File: config.mk
export PLATFORM = sky130hd
export DESIGN_NAME = bp_be_dcache_arbiter
export DESIGN_NICKNAME = d
export VERILOG_FILES = /design/src/rtl/bp_be_dcache_arbiter.sv
export SDC_FILE = /design/constraint.sdc
export NUM_CORES = 1
export LEC_CHECK = 0
export CORE_AREA = 3 3 112 114
export CTS_CLUSTER_SIZE = 10
export DETAILED_ROUTE_END_ITERATION = 8
export DIE_AREA = 0 0 115 117
export GPL_ROUTABILITY_DRIVEN = 0
export PLACE_DENSITY_LB_ADDON = 0.3
export SLEW_MARGIN = 20
export SYNTH_ARGS = -nofsm -noshare
export SYNTH_HDL_FRONTEND = slang
export SYNTH_SLANG_ARGS = --single-unit
File: constraint.sdc
create_clock -name clk_i -period 6.8 [get_ports clk_i]
set_clock_uncertainty 0.15 [all_clocks]
set_input_delay 2.04 -clock clk_i [delete_from_list [all_inputs] [get_ports clk_i]]
set_output_delay 2.04 -clock clk_i [all_outputs]
set_load 0.1 [all_outputs]
File: src/rtl/bp_be_dcache_arbiter.sv
// D$ port arbiter between the backend pipe and the page-table walker.
// Pipe has priority in FREE unless the PTW has been deferred starve_limit_p
// cycles. The PTW can take exclusive ownership (FREE -> DRAIN -> LOCK).
// A two-stage owner record (mem1, mem2) routes the late tag and early hit
// back to whichever requester issued each op.
// Optional: define BP_BE_DCACHE_ARB_STATS_EN to add grant/conflict counters.
module bp_be_dcache_arbiter #(
    parameter int pkt_width_p    = 64,
    parameter int ptag_width_p   = 28,
    parameter int starve_limit_p = 8
) (
    input  logic                    clk_i,
    input  logic                    reset_n_i,
    input  logic                    flush_i,
    input  logic                    pipe_v_i,
    input  logic                    ptw_v_i,
    input  logic [pkt_width_p-1:0]  pipe_pkt_i,
    input  logic [pkt_width_p-1:0]  ptw_pkt_i,
    input  logic [ptag_width_p-1:0] pipe_ptag_i,
    input  logic [ptag_width_p-1:0] ptw_ptag_i,
    input  logic                    pipe_ptag_v_i,
    input  logic                    ptw_ptag_v_i,
    output logic                    pipe_yumi_o,
    output logic                    ptw_yumi_o,
    input  logic                    ptw_lock_i,
    input  logic                    ptw_done_i,
    output logic                    ptw_lock_o,
    output logic                    dcache_v_o,
    output logic [pkt_width_p-1:0]  dcache_pkt_o,
    output logic [ptag_width_p-1:0] dcache_ptag_o,
    output logic                    dcache_ptag_v_o,
    input  logic                    dcache_ready_i,
    input  logic                    dcache_early_v_i,
    output logic                    pipe_early_v_o,
    output logic                    ptw_early_v_o
`ifdef BP_BE_DCACHE_ARB_STATS_EN
    ,
    output logic [31:0]             stat_pipe_grants_o,
    output logic [31:0]             stat_ptw_grants_o,
    output logic [31:0]             stat_conflict_o
`endif
);

    localparam int cnt_w_lp = $clog2(starve_limit_p + 1);

    typedef enum logic [1:0] {FREE, DRAIN, LOCK} state_e;

    state_e              state_r, state_n;
    logic [cnt_w_lp-1:0] starve_cnt_r;
    logic                starved;
    logic                pipe_cand, ptw_cand;
    logic                pipe_yumi, ptw_yumi;
    logic                mem_v_p1, mem_ptw_p1;
    logic                mem_v_p2, mem_ptw_p2;
    logic                mem1_live, mem2_live;
    logic                drained;

    function automatic logic [cnt_w_lp-1:0] sat_inc_starve(input logic [cnt_w_lp-1:0] v);
        return (v == cnt_w_lp'(starve_limit_p)) ? v : v + cnt_w_lp'(1);
    endfunction

    // Grant selection: pipe only when FREE, not flushed and no lock request pending
    always_comb begin
        starved   = (starve_cnt_r == cnt_w_lp'(starve_limit_p));
        pipe_cand = reset_n_i & pipe_v_i & dcache_ready_i & ~flush_i
                  & (state_r == FREE) & ~ptw_lock_i;
        ptw_cand  = reset_n_i & ptw_v_i & dcache_ready_i;
        pipe_yumi = pipe_cand & ~(ptw_cand & starved);
        ptw_yumi  = ptw_cand & ~pipe_yumi;
        // a flush kills pipe-owned ops in flight, PTW ops survive
        mem1_live = mem_v_p1 & (mem_ptw_p1 | ~flush_i);
        mem2_live = mem_v_p2 & (mem_ptw_p2 | ~flush_i);
        // after this edge no pipe op remains in mem1/mem2 (no new pipe grant is possible here)
        drained   = ~(mem1_live & ~mem_ptw_p1);
    end

    // Ownership FSM next state
    always_comb begin
        state_n = state_r;
        case (state_r)
            FREE:    if (ptw_lock_i) state_n = drained ? LOCK : DRAIN;
            DRAIN:   if (drained)    state_n = LOCK;
            LOCK:    if (ptw_done_i) state_n = FREE;
            default: state_n = FREE;
        endcase
    end

    // Ownership FSM state register
    always_ff @(posedge clk_i or negedge reset_n_i) begin
        if (!reset_n_i) state_r <= FREE;
        else            state_r <= state_n;
    end

    // PTW starvation counter: saturates at the limit, cleared on a PTW grant
    always_ff @(posedge clk_i or negedge reset_n_i) begin
        if (!reset_n_i)   starve_cnt_r <= '0;
        else if (ptw_yumi) starve_cnt_r <= '0;
        else if (ptw_v_i)  starve_cnt_r <= sat_inc_starve(starve_cnt_r);
    end

    // Stage boundary: grant -> mem1 -> mem2 owner/valid record
    always_ff @(posedge clk_i or negedge reset_n_i) begin
        if (!reset_n_i) begin
            mem_v_p1   <= 1'b0;
            mem_ptw_p1 <= 1'b0;
            mem_v_p2   <= 1'b0;
            mem_ptw_p2 <= 1'b0;
        end else begin
            mem_v_p1   <= pipe_yumi | ptw_yumi;
            mem_ptw_p1 <= ptw_yumi;
            mem_v_p2   <= mem1_live;
            mem_ptw_p2 <= mem_ptw_p1;
        end
    end

    assign pipe_yumi_o     = pipe_yumi;
    assign ptw_yumi_o      = ptw_yumi;
    assign ptw_lock_o      = (state_r == LOCK);
    assign dcache_v_o      = pipe_yumi | ptw_yumi;
    assign dcache_pkt_o    = ptw_yumi ? ptw_pkt_i : pipe_pkt_i;
    assign dcache_ptag_o   = mem_ptw_p1 ? ptw_ptag_i : pipe_ptag_i;
    assign dcache_ptag_v_o = mem1_live & (mem_ptw_p1 ? ptw_ptag_v_i : pipe_ptag_v_i);
    assign ptw_early_v_o   = mem2_live &  mem_ptw_p2 & dcache_early_v_i;
    assign pipe_early_v_o  = mem2_live & ~mem_ptw_p2 & dcache_early_v_i;

`ifdef BP_BE_DCACHE_ARB_STATS_EN
    function automatic logic [31:0] sat_inc32(input logic [31:0] v);
        return (v == 32'hFFFF_FFFF) ? v : v + 32'd1;
    endfunction

    // Saturating grant and contention counters
    always_ff @(posedge clk_i or negedge reset_n_i) begin
        if (!reset_n_i) begin
            stat_pipe_grants_o <= '0;
            stat_ptw_grants_o  <= '0;
            stat_conflict_o    <= '0;
        end else begin
            if (pipe_yumi)           stat_pipe_grants_o <= sat_inc32(stat_pipe_grants_o);
            if (ptw_yumi)            stat_ptw_grants_o  <= sat_inc32(stat_ptw_grants_o);
            if (pipe_v_i && ptw_v_i) stat_conflict_o    <= sat_inc32(stat_conflict_o);
        end
    end
`endif

endmodule

### Yosys cells after proc, flatten, opt, wreduce, memory -nomap -nowiden

Index checks and enable logic that the tools add are counted.

* add/subtract/negate cells: 1
* multipliers: 0
* divide/modulo/power cells: 0
* order comparisons: 0
* eq/ne operators: 7
* shifts and indexed selects: 0
* mux-type cells: 11
* bitwise logic cells: 27
* reduce and logical (&&, ||, !) cells: 4

Operators with widths (count)
* 64-bit 2-to-1 mux: 1
* 28-bit 2-to-1 mux: 1
* 1-bit bitwise AND: 18
* 4-bit 2-to-1 mux: 3
* 2-bit 2-to-1 mux: 4
* 2-bit != test, second input constant: 3
* 1-bit inverter: 6
* 2-bit one-hot mux with 3 select lines: 1
* 4-bit by 1-bit adder with 4-bit output, second input constant: 1
* 4-bit equality test, second input constant: 1
* 1-bit bitwise OR: 3
* 3-bit AND reduction: 1
* 2-bit by 1-bit equality test with 1-bit output, second input constant: 1
* 2-bit equality test, second input constant: 1
* 2-bit zero test: 1
* 2-bit by 1-bit != test with 1-bit output, second input constant: 1
* 2-bit AND reduction: 1
* 2-bit nonzero test: 1
* 1-bit 2-to-1 mux: 1

* register bits after elaboration: 10
* latch bits: 0
* bits in writable memories: 0
* memory bits (read-only): 0
* output and inout port bits: 99
* logic and storage cells: 56
* memories: 0

### Depth between registers and ports, before layout

* depth after elaboration: 10
* depth in mapped cells: 8
* gate-level depth less buffers: 6

### Worst setup path before layout

OpenSTA, ideal clock, no wires.

* path kind: in2out
* start point: in ptw_lock_i
* end point: out pipe_yumi_o
* data arrival time: 4538 ps
* required time: 4610 ps
* setup slack: 72 ps
* stages on the path: 3
* path buffers: 0
* cell sequence: nor2_4 > nand3_1 > a211oi_1

* longest elaborated chain between the ends: 3

Ends and longest elaborated chain
* start: declaration: line 25 `input logic ptw_lock_i,`
* 1-bit inverter: line 66 `& (state_r == FREE) & ~ptw_lock_i;`
* 1-bit bitwise AND: line 66
* 1-bit bitwise AND: line 68 `pipe_yumi = pipe_cand & ~(ptw_cand & starved);`
* end: declaration: line 23 `output logic pipe_yumi_o,`

Every way passes these cells.

### Worst setup path in the final report

* start point: in flush_i
* end point: out dcache_pkt_o[33]

* longest elaborated chain between the ends: 8

Ends and longest elaborated chain
* start: declaration: line 14 `input logic flush_i,`
* 1-bit inverter: line 65 `pipe_cand = reset_n_i & pipe_v_i & dcache_ready_i & ~flush_i`
* 1-bit bitwise AND: line 65
* 1-bit bitwise AND (2 in series): line 66
* 1-bit bitwise AND: line 68
* 1-bit inverter: line 69 `ptw_yumi = ptw_cand & ~pipe_yumi;`
* 1-bit bitwise AND: line 69
* 64-bit 2-to-1 mux: line 120 `assign dcache_pkt_o = ptw_yumi ? ptw_pkt_i : pipe_pkt_i;`
* end: declaration: line 29 `output logic [pkt_width_p-1:0] dcache_pkt_o,`

Every way passes these cells.

==> summary.md <==
### Outcome
- finished clean — outcome

### GRT
- 0 — antenna violations before repair
- 13,600 um — global-route wire length before repair
- 12.9% — total global routing track utilization
- 33 — largest net degree at the start of global routing
- 0 — total overflow reported by the global router
- 2,455 — via count of the first global-routing pass

### CTS
- built — TritonCTS clock tree
- 0 — count of buffers added by post-CTS timing repair for setup
- 0.04 ns — clock-pin transition on the worst setup and hold timing paths
- 0 — Post-CTS Hold Fix Bufs
- sky130_fd_sc_hd__clkbuf_16 — root buffer cell
- 10 — CTS sink count
- 0.24 ns — clock latency on the worst-skew pair
- 2 — number of buffers on the longest clock path
- 3 — TritonCTS Buffers
- 0 — post-cts resize count
- 1 — H-tree lvl count

### Floorplan
- 115 um — Chip Width
- 11,500 sq um — core area
- 117 um — vertical die dimension
- 13,500 sq um — area of the die
- 39 — FP Rows
- 294 — I/O pin cnt
- 16.5% — initial core utilization

### Routing
- 4 — detailed-routing iteration count for the pre-antenna-repair pass
- 2,398 — DR vias
- 9750 um — Total Wirelength
- 0 — drc violations
- 0 — Antenna Violating Nets Remaining
- 4.09 — vias per cell
- 16.6 um — average routed wire per standard cell
- 32 — 1st-iter DRT viols

### Final layout
- sky130_fd_sc_hd__clkdlybuf4s50_1 — leading cell type in the layout, fill and taps excluded
- 193% — post-synthesis to final-layout area growth
- 642 — count of nets after finishing
- 48.4% — final standard cell utilization of the core
- 0 — # diodes
- 195 x sky130_fd_sc_hd__clkdlybuf4s50_1, 67 x sky130_fd_sc_hd__buf_12, 49 x sky130_fd_sc_hd__mux2_4 — most frequent cells in the layout
- 45.8% — fraction of layout instances using a drive strength above 1
- 1,046 — FILL cells

### STA
- 93.0% — ratio of final minimum period to clock period
- no — unrepaired setup endpoints after global routing
- 0.158 GHz — maximum operating frequency
- 0.474 ns — smallest setup slack after layout
- 6.33 ns — crit path time final
- 0 — total of endpoints with negative setup slack in the final report
- 33.3% — worst relative slew slack
- 0.997 ns — slew at the pin closest to its max-slew limit
- 0 — number of pins exceeding their max-slew limit in the final report
- 0 — number of hold violations in the final report
- 0 ns — Total Negative Setup Slacks
- 0.379 ns — hold slack final

### Synthesis
- 1900 sq um — netlist area before placement
- 0 — Ys Warns
- 153 — Synth Instances
- 29 — number of distinct library cells after synthesis
- 10 — register bit total from synthesis
- 12.4 sq um — Post-Syn Area per Cell
- 13.1% — sequential share of the synthesized area
- 350 — synthesized netlist net count

### Power
- 109 uV — Worst IR Drop VDD
- 2.39 nW — standby leakage power
- 155 nW/um^2 — Power Dens Cells
- 0.000865 W — total power

### Setup path
- in2out — worst setup path category
- primary output — Worst setup EP type
- 4.14 ns — arrival time at the worst endpoint
- 32 — maximum fanout count along the critical path
- primary input — startpoint types
- 4.61 ns — Data required, critical path

### Job
- 0 — max cap viols

### Placed design
- 8860 um — Post-DP HPWL
- 0.444 ns — worst setup timing slack at the placement stage
- 293 — port bufs

### Worst hold path
- reg2reg — path type of the worst min-delay path

[final timing paths]
kind                            startpoint          endpoint  slack, ns  cells past startpoint
max                                flush_i  dcache_pkt_o[33]       0.47                      7
min                               mem_v_p1        state_r[0]       0.38                      2
max reg2reg                starve_cnt_r[0]        mem_ptw_p1       5.14                      5
min reg2reg                       mem_v_p1        state_r[0]       0.38                      2
max in group asynchronous        reset_n_i        state_r[0]       4.37                      2
min in group asynchronous        reset_n_i   starve_cnt_r[0]       1.98                      2
[cell usage after synthesis]
cell	number	share of area, %
sky130_fd_sc_hd__mux2_4	49	39
sky130_fd_sc_hd__mux2_2	44	26
sky130_fd_sc_hd__dfrtp_1	10	13
sky130_fd_sc_hd__buf_12	6	6.3
sky130_fd_sc_hd__inv_1	6	1.2
sky130_fd_sc_hd__a22o_1	3	1.4
sky130_fd_sc_hd__buf_1	3	0.59
sky130_fd_sc_hd__nand2_1	3	0.59
sky130_fd_sc_hd__nor3_1	3	0.79
sky130_fd_sc_hd__and3_1	2	0.66
sky130_fd_sc_hd__ha_1	2	1.3
sky130_fd_sc_hd__nor2_1	2	0.39
sky130_fd_sc_hd__nor2_4	2	1.2
sky130_fd_sc_hd__nor2b_1	2	0.66
sky130_fd_sc_hd__o21ai_0	2	0.53
sky130_fd_sc_hd__a211oi_1	1	0.39
sky130_fd_sc_hd__a21boi_0	1	0.39
sky130_fd_sc_hd__a21o_1	1	0.39
sky130_fd_sc_hd__a21oi_1	1	0.26
sky130_fd_sc_hd__a31oi_1	1	0.33
sky130_fd_sc_hd__a41oi_2	1	0.85
sky130_fd_sc_hd__and2_4	1	0.46
sky130_fd_sc_hd__and2b_1	1	0.39
sky130_fd_sc_hd__buf_4	1	0.39
sky130_fd_sc_hd__mux2i_1	1	0.53
sky130_fd_sc_hd__nand3_1	1	0.26
sky130_fd_sc_hd__nand3b_1	1	0.39
sky130_fd_sc_hd__nand3b_4	1	1.1
sky130_fd_sc_hd__o2bb2ai_1	1	0.46
[report_power, final]
part / total (W) / switching, W / internal (W)
clock: 0.000102 / 0.0000255 / 0.0000760
sequential: 0.0000816 / 0.0000112 / 0.0000704
combinational: 0.000682 / 0.000393 / 0.000289
[per-stage QoR]
| step | instance area (sq um) | cells |
|---|---|---|
| 2_1_floorplan | 1900 | 153 |
| 3_3_place_gp | 5500 | 583 |
| 3_5_place_dp | 5500 | 583 |
| 4_1_cts | 5570 | 586 |
| 5_1_grt | 5570 | 586 |
| 6_report | 5570 | 586 |
[cell type report]
class / count / area (sq um) / share of cell area [%]
tap: 143 / 179 / 3.21
timing repair buffer: 297 / 3560 / 63.8
inverter: 6 / 22.5 / 0.404
multi-input combinational: 127 / 1490 / 26.8
clock buffer: 3 / 75.1 / 1.35
sequential: 10 / 250 / 4.49
[registers in the layout (all words and copies together) (netlist names)]
signal,cells
mem_ptw_p1,1
mem_ptw_p2,1
mem_v_p1,1
mem_v_p2,1
starve_cnt_r,4
state_r,2
[metal layers]
metal	global-route usage (%)	wire (um)	share of wire, %
met5	0	0	0
met4	2.43	84	0.86
met3	2.62	864	8.9
met2	25.8	5440	56
met1	13.9	3370	35
[logic make-up (layout without fill, tap and decap cells)]
kind of cell	count (synthesis)	in the layout	share of synthesized area, %
and+or+nand+nor	19	19	6.84
AOI/OAI and AO/OA	12	12	5.00
DFF	10	10	13.1
buffers and inverters	16	306	8.48
adders and majority gates	2	2	1.31
muxes	94	94	65.2
[critical path, stage by stage]
cell	delay, ns
sky130_fd_sc_hd__clkdlybuf4s50_1	0.58
sky130_fd_sc_hd__nor2_4	0.07
sky130_fd_sc_hd__a41oi_2	0.21
sky130_fd_sc_hd__and2_4	0.39
sky130_fd_sc_hd__buf_12	0.30
sky130_fd_sc_hd__mux2_4	0.35
sky130_fd_sc_hd__buf_12	0.17
Power figures use the tool's default switching activity.
